**config.mk**
```make
export PLATFORM = sky130hd
export DESIGN_NAME = arith_pipe
export DESIGN_NICKNAME = d
export VERILOG_FILES = /design/src/rtl/arith_pkg.sv /design/src/rtl/add16.sv /design/src/rtl/arith_core.sv /design/src/rtl/sub16.sv /design/src/rtl/arith_pipe.sv
export SDC_FILE = /design/constraint.sdc
export NUM_CORES = 1
export LEC_CHECK = 0
export BUFFER_PORTS_ARGS = -buffer_cell sky130_fd_sc_hd__buf_2
export CORE_UTILIZATION = 62
export CTS_BUF_LIST = sky130_fd_sc_hd__clkbuf_4
export CTS_CLUSTER_SIZE = 30
export DETAILED_ROUTE_END_ITERATION = 10
export PLACE_DENSITY_LB_ADDON = 0.1
export SLEW_MARGIN = 20
export SYNTH_ARGS = -nofsm -noshare
export SYNTH_HDL_FRONTEND = slang
export SYNTH_SLANG_ARGS = --single-unit
```
**constraint.sdc**
```tcl
create_clock -name clk -period 7.2 [get_ports clk]
set_input_delay 1.08 -clock clk [delete_from_list [all_inputs] [get_ports clk]]
set_output_delay 1.08 -clock clk [all_outputs]
set_load 0.03 [all_outputs]
```
**src/rtl/arith_pkg.sv**
```systemverilog
`default_nettype none
// ============================================================================
// Module   : arith_pkg
// Purpose  : Shared constants and types for the arith_pipe datapath.
// Revision : 1.0 - initial release
// ============================================================================
package arith_pkg;

   localparam int DATA_W = 16;
   localparam int RES_W  = 17;
   localparam int FLAG_W = 3;

   localparam logic OP_ADD = 1'b0;
   localparam logic OP_SUB = 1'b1;

   // Bit positions inside FLAGS = {V,N,Z}
   localparam int FLAG_Z = 0;
   localparam int FLAG_N = 1;
   localparam int FLAG_V = 2;

   // Contents of pipeline stage 1
   typedef struct packed {
      logic              op;
      logic [DATA_W-1:0] n1;
      logic [DATA_W-1:0] n2;
   } req_t;

endpackage
`default_nettype wire

```
**src/rtl/add16.sv**
```systemverilog
`default_nettype none
// ============================================================================
// Module   : add16
// Purpose  : 16-bit unsigned adder; bit 16 of the sum is the carry out.
// Revision : 1.0 - initial release
// ============================================================================
module add16
   import arith_pkg::*;
(
   input  logic [DATA_W-1:0] a,
   input  logic [DATA_W-1:0] b,
   output logic [RES_W-1:0]  sum
);

   assign sum = {1'b0, a} + {1'b0, b};

endmodule
`default_nettype wire

```
**src/rtl/arith_core.sv**
```systemverilog
`default_nettype none
// ============================================================================
// Module   : arith_core
// Purpose  : Combinational add/subtract with {V,N,Z} flag generation.
// Revision : 1.0 - initial release
// ============================================================================
module arith_core
   import arith_pkg::*;
(
   input  logic              op,
   input  logic [DATA_W-1:0] n1,
   input  logic [DATA_W-1:0] n2,
   output logic [RES_W-1:0]  res,
   output logic [FLAG_W-1:0] flags
);

   logic [RES_W-1:0] sum;
   logic [RES_W-1:0] diff;

   add16 u_add16 (
      .a   (n1),
      .b   (n2),
      .sum (sum)
   );

   sub16 u_sub16 (
      .a    (n1),
      .b    (n2),
      .diff (diff)
   );

   // Select the operation result and derive the status flags from it
   always_comb begin
      flags = '0;
      res   = (op == OP_SUB) ? diff : sum;
      if (op == OP_SUB) begin
         flags[FLAG_V] = (n1[DATA_W-1] != n2[DATA_W-1]) && (res[DATA_W-1] != n1[DATA_W-1]);
      end else begin
         flags[FLAG_V] = (n1[DATA_W-1] == n2[DATA_W-1]) && (res[DATA_W-1] != n1[DATA_W-1]);
      end
      flags[FLAG_N] = res[DATA_W-1];
      flags[FLAG_Z] = (res[DATA_W-1:0] == '0);
   end

endmodule
`default_nettype wire

```
**src/rtl/sub16.sv**
```systemverilog
`default_nettype none
// ============================================================================
// Module   : sub16
// Purpose  : 16-bit unsigned subtractor; bit 16 of the result is the borrow
//            (set exactly when a < b).
// Revision : 1.0 - initial release
// ============================================================================
module sub16
   import arith_pkg::*;
(
   input  logic [DATA_W-1:0] a,
   input  logic [DATA_W-1:0] b,
   output logic [RES_W-1:0]  diff
);

   // The 17-bit wrap of a zero-extended difference leaves the borrow in bit 16
   assign diff = {1'b0, a} - {1'b0, b};

endmodule
`default_nettype wire

```
**src/rtl/arith_pipe.sv**
```systemverilog
`default_nettype none
// ============================================================================
// Module   : arith_pipe
// Purpose  : Two-stage valid/ready add/subtract pipeline. Stage 1 registers
//            the request, stage 2 registers the computed result and flags.
//            Optional macro ARITH_PIPE_CNT_EN adds the OP_COUNT output, a
//            wrapping count of completed results.
// Revision : 1.0 - initial release
// ============================================================================
module arith_pipe
   import arith_pkg::*;
#(
   parameter int CNT_W = 16
) (
   input  logic              clk,
   input  logic              rst_n,
   input  logic              in_valid,
   output logic              in_ready,
   input  logic              op,
   input  logic [DATA_W-1:0] n1,
   input  logic [DATA_W-1:0] n2,
   output logic              out_valid,
   input  logic              out_ready,
   output logic [RES_W-1:0]  res,
   output logic [FLAG_W-1:0] flags
`ifdef ARITH_PIPE_CNT_EN
   ,
   output logic [CNT_W-1:0]  op_count
`endif
);

   logic              v1;
   logic              v2;
   req_t              s1;
   logic              s2_free;
   logic              accept;
   logic [RES_W-1:0]  core_res;
   logic [FLAG_W-1:0] core_flags;

   // Stage 2 can take new data if empty or being drained this cycle;
   // stage 1 can take new data if empty or moving into stage 2.
   assign s2_free   = !v2 || out_ready;
   assign in_ready  = !v1 || s2_free;
   assign accept    = in_valid && in_ready;
   assign out_valid = v2;

   arith_core u_core (
      .op    (s1.op),
      .n1    (s1.n1),
      .n2    (s1.n2),
      .res   (core_res),
      .flags (core_flags)
   );

   // Stage 1: capture accepted requests, empty when contents move on
   always_ff @(posedge clk or negedge rst_n) begin
      if (!rst_n) begin
         v1 <= 1'b0;
         s1 <= '0;
      end else if (accept) begin
         v1 <= 1'b1;
         s1 <= '{op: op, n1: n1, n2: n2};
      end else if (s2_free) begin
         v1 <= 1'b0;
      end
   end

   // Stage 2: load the stage 1 result whenever the output slot frees up
   always_ff @(posedge clk or negedge rst_n) begin
      if (!rst_n) begin
         v2    <= 1'b0;
         res   <= '0;
         flags <= '0;
      end else if (s2_free) begin
         v2 <= v1;
         if (v1) begin
            res   <= core_res;
            flags <= core_flags;
         end
      end
   end

`ifdef ARITH_PIPE_CNT_EN
   // Count every result handed to the consumer, wrapping naturally
   always_ff @(posedge clk or negedge rst_n) begin
      if (!rst_n) begin
         op_count <= '0;
      end else if (v2 && out_ready) begin
         op_count <= op_count + 1'b1;
      end
   end
`else
   // Keeps CNT_W referenced when the counter is compiled out
   logic [CNT_W-1:0] cnt_w_unused;
   assign cnt_w_unused = '0;
`endif

endmodule
`default_nettype wire

```
# ---- Word-level counts from Yosys, hierarchy flattened
# Index checks and enable logic that the tools add are counted.
dict set report word_totals {
  ff_bits 55
  input_bits 37
  output_inout_bits 22
  word_cells 26
}
dict set report op_classes {
  n_addsub 2
  eq_ne 3
  mux 4
  reduce_logical 10
}
# cell n
set ops {}
lappend ops {{$add 16x16->17} 1}
lappend ops {{$mux 17} 1}
lappend ops {{$sub 16x16->17} 1}
lappend ops {{$logic_not 16->1} 1}
lappend ops {{$logic_and 1x1->1} 3}
lappend ops {{$mux 1} 3}
lappend ops {{$logic_not 1->1} 2}
lappend ops {{$logic_or 1x1->1} 2}
lappend ops {{$ne 1x1->1} 2}
lappend ops {{$reduce_and 2->1} 1}
lappend ops {{$reduce_bool 2->1} 1}
lappend ops {{$eq 1x1->1} 1}

# ---- Logic depth before layout (Yosys ltp)
# Gate-level depths: netlist of run 1.
dict set report depth {
  word_depth 5
  ltp_mapped 17
  depth_no_buf 16
}

# ---- Hierarchy
# Synthesis of run 1 repeated with hierarchy kept, for this count alone.
dict set report hier_totals {
  cells_unflattened 392
  area_unflattened_um2 4295.4
}
# module n_inst cells_each area_each_um2 seq_area_each_um2
set by_module_without_submodules {}
lappend by_module_without_submodules {arith_pipe 1 119 2223.4 1376.3}
lappend by_module_without_submodules {sub16 1 132 917.1 0.0}
lappend by_module_without_submodules {add16 1 110 855.8 0.0}
lappend by_module_without_submodules {arith_core 1 31 299.0 0.0}

# ---- Worst setup path before layout of run 1
# OpenSTA, ideal clock, no wires.
dict set report synth_path {
  kind {flip-flop to flip-flop}
  from {register s1[0] in the netlist's numbering}
  to {register flags[0]}
  setup_ns 0.121
  arrival_ns 3.115
  t_required_ns 7.079
  path_slack_ns 3.964
  stages_incl_launch_ff 18
  n_path_buf 1
  synth_period_minus_slack_ns 3.236
  cell_sequence {dfrtp_1 -> inv_1 -> ha_1 -> nand2_1 -> nor3_1 -> nor4bb_1 -> a21oi_1 -> xnor2_1 -> ha_1 -> buf_6 -> a21oi_1 -> nand2_1 -> a21oi_1 -> nor2b_1 -> a211oi_1 -> xnor2_1 -> nor4_1 -> a32o_2}
}
dict set report synth_via {
  elab_chain_len 3
  word_cells_on_any_way 4
  cone_classes {add/sub: 2; mux: 1; reduce/logical: 1}
}
# item line_no
set synth_lines {}
lappend synth_lines {{start: declaration} arith_pipe.sv:34} ;# req_t s1;
lappend synth_lines {{start signal: assignment} arith_pipe.sv:62} ;# s1 <= '{op: op, n1: n1, n2: n2};
lappend synth_lines {{$add 16x16->17 or $sub 16x16->17 (tied branches)} {add16.sv:15, sub16.sv:17}}
lappend synth_lines {{$mux 17 (*)} arith_core.sv:35} ;# res = (op == OP_SUB) ? diff : sum;
lappend synth_lines {{$logic_not 16->1 (*)} arith_core.sv:42} ;# flags[FLAG_Z] = (res[DATA_W-1:0] == '0);
lappend synth_lines {{end signal: assignment} arith_pipe.sv:78} ;# flags <= core_flags;
lappend synth_lines {{end: declaration} arith_pipe.sv:25} ;# output logic [FLAG_W-1:0] flags
# Mark *: on every way between the ends. The rest lies on a longest branch, timed or not.
# A chain may end at the register's enable or synchronous reset.

# ---- Final worst setup path of run 1
# Ends and elaborated chain as after synthesis.

==> results of run 1 <==
## final timing paths
path	start	to	slack, ns	cells past startpoint
max in group asynchronous	rst_n	s1[29]	5.95	2
min in group asynchronous	rst_n	res[1]	0.81	2
hold reg to reg	res[9]	res[9]	0.49	2
setup reg to reg	s1[0]	flags[0]	3.57	16
hold / removal	res[9]	res[9]	0.49	2
setup / recovery	s1[0]	flags[0]	3.57	16
## state kept, by name, summed over array words and instances (netlist names)
register   count
flags          2
out_valid      1
res           17
s1            33
v1             1
## tightest hold or removal path: cells and delay by family, from the launching register on
family / cells / cell delay (ns)
compound gates: 1 / 0.06
simple gates: 1 / 0.05
flops: 1 / 0.37
## metrics by stage
stage | utilization, % | hold WS [ns] | instance area, µm² | power, µW | worst slack (ns)
finish | 73.6 | 0.492 | 3520 | 1220 | 3.57
global route | 73.6 | 0.524 | 3520 | 1320 | 3.21
CTS | 73.6 | 0.498 | 3520 | 1230 | 3.58
detailed placement | 72.5 | 0.466 | 3470 | 1100 | 3.63
global placement | 72.5 | 0.455 | 3470 | 1080 | 3.70
floorplan | - | 0.479 | 3140 | 951 | 3.96
## cell families (layout without fill, tap and decap cells)
family	after synthesis	after routing	share of synthesized area (%)
flops	54	54	43.1
compound gates	60	60	11.9
mux	40	40	14.3
xor+xnor	27	27	7.54
simple gates	85	85	13.1
fa+ha+maj	18	18	7.42
buf+inv	17	75	2.63
## synthesized netlist by cell type, types with 2 or more instances
cell type                  count
sky130_fd_sc_hd__dfrtp_1      54
sky130_fd_sc_hd__nor2_1       23
sky130_fd_sc_hd__nor3_1        8
sky130_fd_sc_hd__xnor2_1      19
sky130_fd_sc_hd__o21ai_1       9
sky130_fd_sc_hd__o21bai_1      2
sky130_fd_sc_hd__nand4_1       2
sky130_fd_sc_hd__inv_1         7
sky130_fd_sc_hd__and2_1        2
sky130_fd_sc_hd__nand3_1       4
sky130_fd_sc_hd__a21oi_1      14
sky130_fd_sc_hd__mux2_2       39
sky130_fd_sc_hd__ha_1         17
sky130_fd_sc_hd__buf_1         3
sky130_fd_sc_hd__xor2_1        8
sky130_fd_sc_hd__nand2_1      24
sky130_fd_sc_hd__a211oi_1      4
sky130_fd_sc_hd__clkbuf_1      4
sky130_fd_sc_hd__o21ai_0      15
sky130_fd_sc_hd__a21oi_2       3
sky130_fd_sc_hd__nor4_1        4
sky130_fd_sc_hd__and3_1        2
sky130_fd_sc_hd__buf_6         2
sky130_fd_sc_hd__nand2b_1      8
sky130_fd_sc_hd__a21o_1        2
## power groups by stage
stage,logic (µW),clock network (µW),registers (µW)
6_report,660,131,432
3_5_place_dp,657,0,440
2_1_floorplan,420,0,530
5_1_grt,731,148,445
3_3_place_gp,643,0,437
4_1_cts,659,137,433
## cell type report
cell class / count / area share [%]
multi-input cells: 230 / 48.3
flip-flops and latches: 54 / 38.4
repair buffers: 60 / 8.66
well taps: 67 / 2.38
clock buffers: 6 / 1.28
inverters: 7 / 0.746
clock inverters: 2 / 0.249
## routing by layer
metal	up-vias	track usage, %	part of all wire [%]	wire length [µm]
met4	0	5.45	1.0	57
li1	1181	-	-	-
met2	64	38.8	45	2520
met5	-	0	0	0
met1	1107	33.8	50	2830
met3	5	4.14	4.3	240
==> run summary, run 1 <==
Fraction of power spent switching nets -> 43.6%
Signed area change from the synthesized netlist to the final layout -> 12.3%
Internal power -> 689 µW
Leading cell type in the layout, fill and taps excluded -> sky130_fd_sc_hd__buf_2
Max Freq -> 275 MHz
TritonCTS Sinks -> 54
Largest stage delay on the critical path -> 0.53 ns
Clock Path Buffers -> 2
Max VDD drop -> 172 µV
Area occupied by multi-input gates -> 1700 µm²
Most used cell along the critical path -> sky130_fd_sc_hd__a21oi_1
Critical path's top delay family -> simple AND/OR/NAND/NOR gates
Cells after Synth -> 301
Register bit total from synthesis -> 54
Largest fanout on the critical path -> 7
Detailed-placement wirelength estimate -> 4360 µm
Number of global-route vias before repair -> 2233
Via-to-Cell Ratio -> 5.53
Syn Std Cell Area -> 3140 µm²
Hold buffer count at cts -> 0
Dominant synthesized flop cell -> sky130_fd_sc_hd__dfrtp_1
Slowest CP cell -> sky130_fd_sc_hd__nor4bb_1
Crit Path Class -> flip-flop to flip-flop
Top-level port count -> 59
Dpl cells -> 418
Congestion Overflow GR -> 0
# Post-CTS Setup Buffers -> 0
Data required time of the critical path -> 7.51 ns
Die area -> 5350 µm²
Unrepaired setup endpoints after global routing -> no
Starting utilization of the core area -> 65.5%
CTS tree -> built
Final sum of negative setup slack -> 0 ns
Die Height -> 73.1 µm
Yosys warns -> 0
FFs w/ async S/R, synth -> 100%
Number of hold violations in the final report -> 0
Worst clock skew -> 0.00876 ns
Non-filler instance count after layout -> 426
Fin. max-slew vios -> 0
Run status -> finished clean
Leakage power figure -> 0.00163 µW
Num CTS Buffers -> 5
Total global-route track usage -> 24.0%
Period utilization -> 50.4%
Setup-violating endpoint count in the final report -> 0
Routability congestion estimate from global placement -> 0.799
Die boundary width -> 73.1 µm
NetSw -> 534 µW
Portion of synthesized cell area occupied by the leading cell type -> 43.1%
Wire length of the first global-routing pass -> 9920 µm
Crit path time final -> 3.63 ns
DRT antenna net count -> 0
I/O Buffers -> 58
Ordered cell list for the critical path -> inv_1 > ha_1 > nand2_1 > nor3_1 > nor4bb_1 > a21oi_1 > xnor2_1 > ha_1 > a21oi_1 > nand2_1 > a21oi_1 > nor2b_1 > a211oi_1 > xnor2_1 > nor4_1 > a32o_2
Number of cells upsized or downsized after cts -> 0
Remaining design rule violation count -> 0
Average routed wire per standard cell -> 13.2 µm
Diodes inserted -> 0
Worst-skew pair later-pin latency -> 0.37 ns
Max-cap violations -> 0
Per-instance average area after synthesis -> 10.4 µm²
Synth area leaders -> sky130_fd_sc_hd__dfrtp_1 43%, sky130_fd_sc_hd__mux2_2 14%, sky130_fd_sc_hd__ha_1 6.8%
Cell at the root of the clock tree -> sky130_fd_sc_hd__clkbuf_4
Area used by sequential logic in the layout -> 1350 µm²
Most frequent cells in the layout -> 58 x sky130_fd_sc_hd__buf_2, 54 x sky130_fd_sc_hd__dfrtp_1, 39 x sky130_fd_sc_hd__mux2_2
Fraction of the yosys area taken by sequential cells -> 43.1%
Area of the core region -> 4790 µm²
Number of library cell types mapped by synthesis -> 47
Number of nets at the end of the flow -> 413
Number of flops mapped to enable cells by yosys -> 0
Clock-pin slew on the worst setup and hold paths -> 0.14 ns
Pin count of the biggest net entering global routing -> 55
Post-Synthesis Net Count -> 356
Proportion of layout cells with a drive suffix above 1 -> 31.8%
Worst-margin pin slew -> 0.856 ns
Antenna violations before repair -> 0
Crit path buf inv count -> 1
Crit path arrival time -> 3.94 ns
Hold/Removal Path Class -> flip-flop to flip-flop
Kind of start point of the critical path -> flip-flop
Type of element capturing the critical path -> flip-flop
Maximum level of the CTS H-tree -> 2
Post-Route WL -> 5640 µm
Detailed Routing Iterations Pass 1 -> 4
Cell type with the largest total area after synthesis -> sky130_fd_sc_hd__dfrtp_1
Portion of total power attributed to the clock network -> 10.7%
Power Density -> 347 nW/µm²
Sequential power share -> 35.3%
DRT iter0 DRCs -> 98
Max-Slew Margin vs Limit -> 42.8%
Total vias in the final route -> 2357
Row count -> 25
Part of the power in combinational logic -> 53.9%
Fill cell count -> 371
Note: power is estimated with default switching activity, not from simulation.
==> run 2, diff against run 1 <==
CORE_UTILIZATION = 52   (was 62)
clock period = 3.1 ns   (was 7.2 ns; I/O delays follow)
==> run summary, run 2 (same netlist as run 1, synthesis figures left out) <==
Power Density -> 800 nW/µm² (+130%)
Routability congestion estimate from global placement -> 0.871 (+9.0%)
Critical path's top delay family -> compound AO/OA/AOI/OAI gates
DRT iter0 DRCs -> 99 (+1.0%)
Max-cap violations -> 0 (unchanged)
Worst hold margin -> 0.0777 ns (-0.415 ns)
Area of the core region -> 5680 µm² (+19%)
Top-level port count -> 59 (unchanged)
Setup-violating endpoint count in the final report -> 2 (+2)
Via-to-Cell Ratio -> 5.40 (-2.5%)
Clock Path Buffers -> 2 (unchanged)
Crit path time final -> 3.16 ns (-0.474 ns)
Total global-route track usage -> 20.7% (-3.3 points)
Leakage power figure -> 0.00177 µW (+9.0%)
Slowest CP cell -> sky130_fd_sc_hd__o41a_1
Max reg flops -> 33 (unchanged)
Maximum level of the CTS H-tree -> 2 (unchanged)
Proportion of layout cells with a drive suffix above 1 -> 41.7% (+9.9 points)
Cell at the root of the clock tree -> sky130_fd_sc_hd__clkbuf_4
Run status -> complete, but fails checks
Crit Path Class -> flip-flop to flip-flop
Die area -> 6350 µm² (+19%)
Sequential power share -> 32.7% (-2.6 points)
Period utilization -> 102% (+51 points)
Die boundary width -> 79.7 µm (+8.9%)
Detailed-placement wirelength estimate -> 4780 µm (+9.7%)
Antenna violations before repair -> 0 (unchanged)
Starting utilization of the core area -> 55.3% (-10 points)
Data required time of the critical path -> 3.32 ns (-4.19 ns)
Dpl cells -> 440 (+5.3%)
Row count -> 27 (+8.0%)
Worst clock skew -> 0.0170 ns (+0.00819 ns)
Number of global-route vias before repair -> 2286 (+2.4%)
Worst-margin pin slew -> 0.871 ns (+0.0151 ns)
Most frequent cells in the layout -> 58 x sky130_fd_sc_hd__buf_2, 54 x sky130_fd_sc_hd__dfrtp_1, 39 x sky130_fd_sc_hd__mux2_2
Largest registers in the final layout -> s1: 33 flops, res: 17 flops, flags: 2 flops
Crit path arrival time -> 3.38 ns (-0.56 ns)
Hold/Removal Path Class -> primary input to async pin
Most used cell along the critical path -> sky130_fd_sc_hd__xnor2_1
Part of the power in combinational logic -> 57.1% (+3.2 points)
Fill cell count -> 473 (+27%)
Max-Slew Margin vs Limit -> 41.8% (-1.0 points)
Non-filler instance count after layout -> 451 (+5.9%)
Portion of total power attributed to the clock network -> 10.2% (-0.5 points)
Average routed wire per standard cell -> 13.8 µm (+4.4%)
Type of element capturing the critical path -> flip-flop
Violated checks -> setup timing
Worst-skew pair later-pin latency -> 0.37 ns (about the same)
Ordered cell list for the critical path -> buf_4 > nor3_2 > nor2_1 > xnor2_1 > ha_1 > o21ai_2 > a21oi_4 > o31a_1 > o41a_1 > a211o_1 > a21oi_2 > xnor2_1 > o21ai_1
Remaining design rule violation count -> 0 (unchanged)
Internal power -> 1730 µW (+150%)
Max Freq -> 317 MHz (+15%)
Pin count of the biggest net entering global routing -> 34 (-38%)
Clock-pin slew on the worst setup and hold paths -> 0.15 ns (about the same)
Fin. max-slew vios -> 0 (unchanged)
Leading cell type in the layout, fill and taps excluded -> sky130_fd_sc_hd__buf_2
Unrepaired setup endpoints after global routing -> yes
Largest fanout on the critical path -> 5 (-2)
Signed area change from the synthesized netlist to the final layout -> 22.3%
Detailed Routing Iterations Pass 1 -> 4 (unchanged)
Max VDD drop -> 404 µV (+130%)
Largest stage delay on the critical path -> 0.47 ns (-0.06 ns)
Wire length of the first global-routing pass -> 10200 µm (+2.9%)
Number of hold violations in the final report -> 0 (unchanged)
Largest reg by FF count -> s1
Final critical-path setup slack -> -0.0563 ns (-3.63 ns)
CTS tree -> built
Hold buffer count at cts -> 0 (unchanged)
Fraction of power spent switching nets -> 43.7% (about the same)
Kind of start point of the critical path -> flip-flop
NetSw -> 1340 µW (+150%)
Number of nets at the end of the flow -> 433 (+4.8%)
Final core utilization -> 67.6% (-6.1 points)
TritonCTS Sinks -> 54 (unchanged)
Die Height -> 79.7 µm (+8.9%)
Final Total Pwr -> 3070 µW (+150%)
I/O Buffers -> 58 (unchanged)
Diodes inserted -> 0 (unchanged)
DRT antenna net count -> 0 (unchanged)
Total vias in the final route -> 2434 (+3.3%)
Num CTS Buffers -> 5 (unchanged)
Post-Route WL -> 6230 µm (+10%)
Congestion Overflow GR -> 0 (unchanged)
Crit path buf inv count -> 1 (unchanged)
[run 2: routing by layer]
| layer | wire length [µm] | vias to the layer above | GRT usage, % |
|---|---|---|---|
| met5 | 0 | - | 0 |
| met2 | 2870 | 52 | 33.4 |
| met4 | 39 | 0 | 6.00 |
| li1 | - | 1229 | - |
| met1 | 3110 | 1148 | 28.6 |
| met3 | 216 | 5 | 3.43 |
[run 2: power groups by stage]
stage / clock, µW / combinational (µW) / sequential [µW]
after floorplan: 0 / 978 / 1230
after global placement: 0 / 1600 / 1010
after detailed placement: 0 / 1640 / 1010
after CTS: 327 / 1650 / 998
after global routing: 361 / 1920 / 1030
final: 314 / 1750 / 1000
[run 2: layout make-up]
class	instances	area [µm²]	share of cell area (%)
inverters	7	26.3	0.685
clock inverters	2	13.8	0.359
multi-input cells	230	1850	48.2
well taps	72	90.1	2.35
flip-flops and latches	54	1350	35.2
clock buffers	6	45.0	1.17
repair buffers	80	459	12.0
[run 2: path summary, 6_finish.rpt]
path / from / to / slack [ns] / cells past startpoint
max: s1[2] / res[16] / -0.06 / 13
min: rst_n / res[0] / 0.08 / 1
max reg2reg: s1[2] / res[16] / -0.06 / 13
min reg2reg: res[9] / res[9] / 0.49 / 2
max in group asynchronous: rst_n / s1[27] / 2.25 / 2
min in group clk: in_valid / v1 / 0.29 / 2
[run 2: worst register-to-register path: stages (launching register included)]
cell and delay [ns]:
sky130_fd_sc_hd__dfrtp_1 0.46, sky130_fd_sc_hd__buf_4 0.18, sky130_fd_sc_hd__nor3_2 0.18, sky130_fd_sc_hd__nor2_1 0.07, sky130_fd_sc_hd__xnor2_1 0.14, sky130_fd_sc_hd__ha_1 0.32, sky130_fd_sc_hd__o21ai_2 0.17, sky130_fd_sc_hd__a21oi_4 0.06
sky130_fd_sc_hd__o31a_1 0.28, sky130_fd_sc_hd__o41a_1 0.47, sky130_fd_sc_hd__a211o_1 0.33, sky130_fd_sc_hd__a21oi_2 0.13, sky130_fd_sc_hd__xnor2_1 0.14, sky130_fd_sc_hd__o21ai_1 0.08
[run 2: per-stage QoR]
stage	TNS, ns	setup slack [ns]	instance area (µm²)
finish	-0.107	-0.0563	3830
global route	-0.726	-0.223	3830
CTS	0	0.0137	3690
detailed placement	-0.127	-0.0581	3620
global placement	-0.00413	-0.00413	3620
floorplan	0	0.0112	3150
[run 2: timing repair]
| action | CTS | global route |
|---|---|---|
| resized for setup | 3 | 27 |
| setup buffers | 0 | 3 |
| pin swaps | 0 | 20 |
| setup endpoints to repair | 4 | 6 |
==> run 3, diff against run 2 <==
CORE_UTILIZATION = 25   (was 52)
PLACE_DENSITY_LB_ADDON = 0.25   (was 0.1)
==> run summary, run 3 (same netlist as run 1, synthesis figures left out) <==
Max-Slew Margin vs Limit -> 51.7% (+10 points)
Max VDD drop -> 216 µV (-46%)
Num CTS Buffers -> 5 (unchanged)
Crit path time final -> 3.13 ns (-0.0231 ns)
Diodes inserted -> 0 (unchanged)
Run status -> complete, but fails checks
Leading cell type in the layout, fill and taps excluded -> sky130_fd_sc_hd__buf_2
Detailed Routing Iterations Pass 1 -> 4 (unchanged)
CTS tree -> built
Largest registers in the final layout -> s1: 33 flops, res: 17 flops, flags: 2 flops
Die Height -> 114 µm (+43%)
Power Density -> 782 nW/µm² (-2.3%)
Fill cell count -> 1299 (+170%)
Remaining design rule violation count -> 0 (unchanged)
Unrepaired setup endpoints after global routing -> yes
Area post-placement -> 3760 µm² (+3.9%)
Data required time of the critical path -> 3.34 ns (+0.02 ns)
Signed area change from the synthesized netlist to the final layout -> 26.7%
Maximum level of the CTS H-tree -> 2 (unchanged)
Worst clock skew -> 0.00981 ns (-0.00714 ns)
Most frequent cells in the layout -> 58 x sky130_fd_sc_hd__buf_2, 54 x sky130_fd_sc_hd__dfrtp_1, 39 x sky130_fd_sc_hd__mux2_2
Final Total Pwr -> 3110 µW (+1.3%)
Crit Path Class -> flip-flop to flip-flop
Die boundary width -> 114 µm (+43%)
Fin. max-slew vios -> 0 (unchanged)
Leakage power figure -> 0.00178 µW (+0.64%)
Max reg flops -> 33 (unchanged)
Crit path arrival time -> 3.37 ns (about the same)
Via-to-Cell Ratio -> 4.31 (-20%)
Setup-violating endpoint count in the final report -> 2 (unchanged)
Number of nets at the end of the flow -> 440 (+1.6%)
Starting utilization of the core area -> 25.9% (-29 points)
Area occupied by multi-input gates -> 1820 µm² (-1.5%)
Area of the core region -> 12100 µm² (+110%)
Max-cap violations -> 0 (unchanged)
Die area -> 13000 µm² (+100%)
Violated checks -> setup timing
Area used by sequential logic in the layout -> 1350 µm² (unchanged)
TritonCTS Sinks -> 54 (unchanged)
Number of hold violations in the final report -> 0 (unchanged)
Detailed-placement wirelength estimate -> 5680 µm (+19%)
Period utilization -> 101% (-0.74 points)
Kind of start point of the critical path -> flip-flop
Antenna violations before repair -> 0 (unchanged)
DRT iter0 DRCs -> 59 (-40%)
Type of element capturing the critical path -> flip-flop
Number of global-route vias before repair -> 2401 (+5.0%)
Hold buffer count at cts -> 0 (unchanged)
Wire length of the first global-routing pass -> 11900 µm (+16%)
Hold/Removal Path Class -> primary input to async pin
Total vias in the final route -> 2390 (-1.8%)
Clock-pin slew on the worst setup and hold paths -> 0.15 ns (about the same)
Row count -> 40 (+48%)
Total global-route track usage -> 11.5% (-9.2 points)
Post-Route WL -> 7060 µm (+13%)
Cell at the root of the clock tree -> sky130_fd_sc_hd__clkbuf_4
Congestion Overflow GR -> 0 (unchanged)
DRT antenna net count -> 0 (unchanged)
Worst-margin pin slew -> 0.722 ns (-0.149 ns)
Pin count of the biggest net entering global routing -> 34 (unchanged)
Largest fanout on the critical path -> 5 (unchanged)
Final Instance Area -> 3980 µm² (+3.7%)
Worst-skew pair later-pin latency -> 0.36 ns (about the same)
Largest reg by FF count -> s1
Clock Path Buffers -> 2 (unchanged)
Proportion of layout cells with a drive suffix above 1 -> 41.7% (about the same)
Final critical-path setup slack -> -0.0332 ns (+0.0231 ns)
Top-level port count -> 59 (unchanged)
I/O Buffers -> 58 (unchanged)
Max Freq -> 319 MHz (+0.74%)
Routability congestion estimate from global placement -> 0.799 (-8.3%)
Average routed wire per standard cell -> 12.7 µm (-7.7%)
## run 3: cell count changes in the layout (fill, tap and decap cells not counted), sizes merged
cell	delta
buf	+7
## run 3: critical path, stage by stage, from the launching register on
cell,delay [ns]
sky130_fd_sc_hd__dfrtp_1,0.42
sky130_fd_sc_hd__inv_2,0.08
sky130_fd_sc_hd__ha_4,0.14
sky130_fd_sc_hd__nand2_2,0.05
sky130_fd_sc_hd__nor3_2,0.20
sky130_fd_sc_hd__buf_4,0.14
sky130_fd_sc_hd__a21oi_1,0.07
sky130_fd_sc_hd__xnor2_1,0.13
sky130_fd_sc_hd__ha_1,0.36
sky130_fd_sc_hd__nand3_1,0.11
sky130_fd_sc_hd__nor2_1,0.04
sky130_fd_sc_hd__o31a_1,0.14
sky130_fd_sc_hd__o41a_1,0.47
sky130_fd_sc_hd__a211o_1,0.33
sky130_fd_sc_hd__a21oi_2,0.14
sky130_fd_sc_hd__xnor2_1,0.13
sky130_fd_sc_hd__o21ai_1,0.07
## run 3: layer usage
layer | vias up | wire length (µm) | GRT usage [%]
li1 | 1237 | - | -
met1 | 1101 | 3580 | 16.6
met2 | 48 | 3070 | 17.5
met3 | 4 | 340 | 2.55
met4 | 0 | 64 | 2.68
met5 | - | 0 | 0
## run 3: metrics by stage
| step | TNS, ns | cells | worst slack, ns | hold WS, ns | util, % |
|---|---|---|---|---|---|
| 3_5_place_dp | -0.0846 | 539 | -0.0423 | 0.469 | 31.1 |
| 4_1_cts | 0 | 547 | 0.00570 | 0.100 | 31.7 |
| 5_1_grt | -0.836 | 554 | -0.230 | 0.127 | 32.8 |
| 2_1_floorplan | 0 | 301 | 0.0112 | 0.169 | - |
| 3_3_place_gp | 0 | 539 | 0.00772 | 0.464 | 31.1 |
| 6_report | -0.0488 | 554 | -0.0332 | 0.0944 | 32.8 |
## run 3: layout make-up
class                           instances  share of cell area (%)
Timing Repair Buffer                   87                    12.9
Inverter                                7                   0.661
Tap cell                              168                    5.29
Multi-Input combinational cell        230                    45.8
Clock inverter                          2                   0.220
Sequential cell                        54                    34.0
Clock buffer                            6                    1.13
## run 3: worst paths after layout
| check | startpoint | to | slack, ns | depth (start not counted) |
|---|---|---|---|---|
| worst max-delay path | s1[1] | res[16] | -0.03 | 16 |
| worst min-delay path | rst_n | res[13] | 0.09 | 1 |
| worst max register to register | s1[1] | res[16] | -0.03 | 16 |
| worst min register to register | res[3] | res[3] | 0.49 | 2 |
| max in group asynchronous | rst_n | s1[8] | 2.24 | 2 |
| min in group clk | in_valid | v1 | 0.30 | 2 |
## run 3: repair_timing
action	4_1_cts	5_1_grt
pin swaps	1	27
gates resized for setup	4	22
endpoints found under the setup margin	5	6
buffers inserted	0	8
## run 3: where the power goes
group	switching [µW]	internal [µW]
Clock	212	94.8
Combinational	1010	778
Sequential	124	884
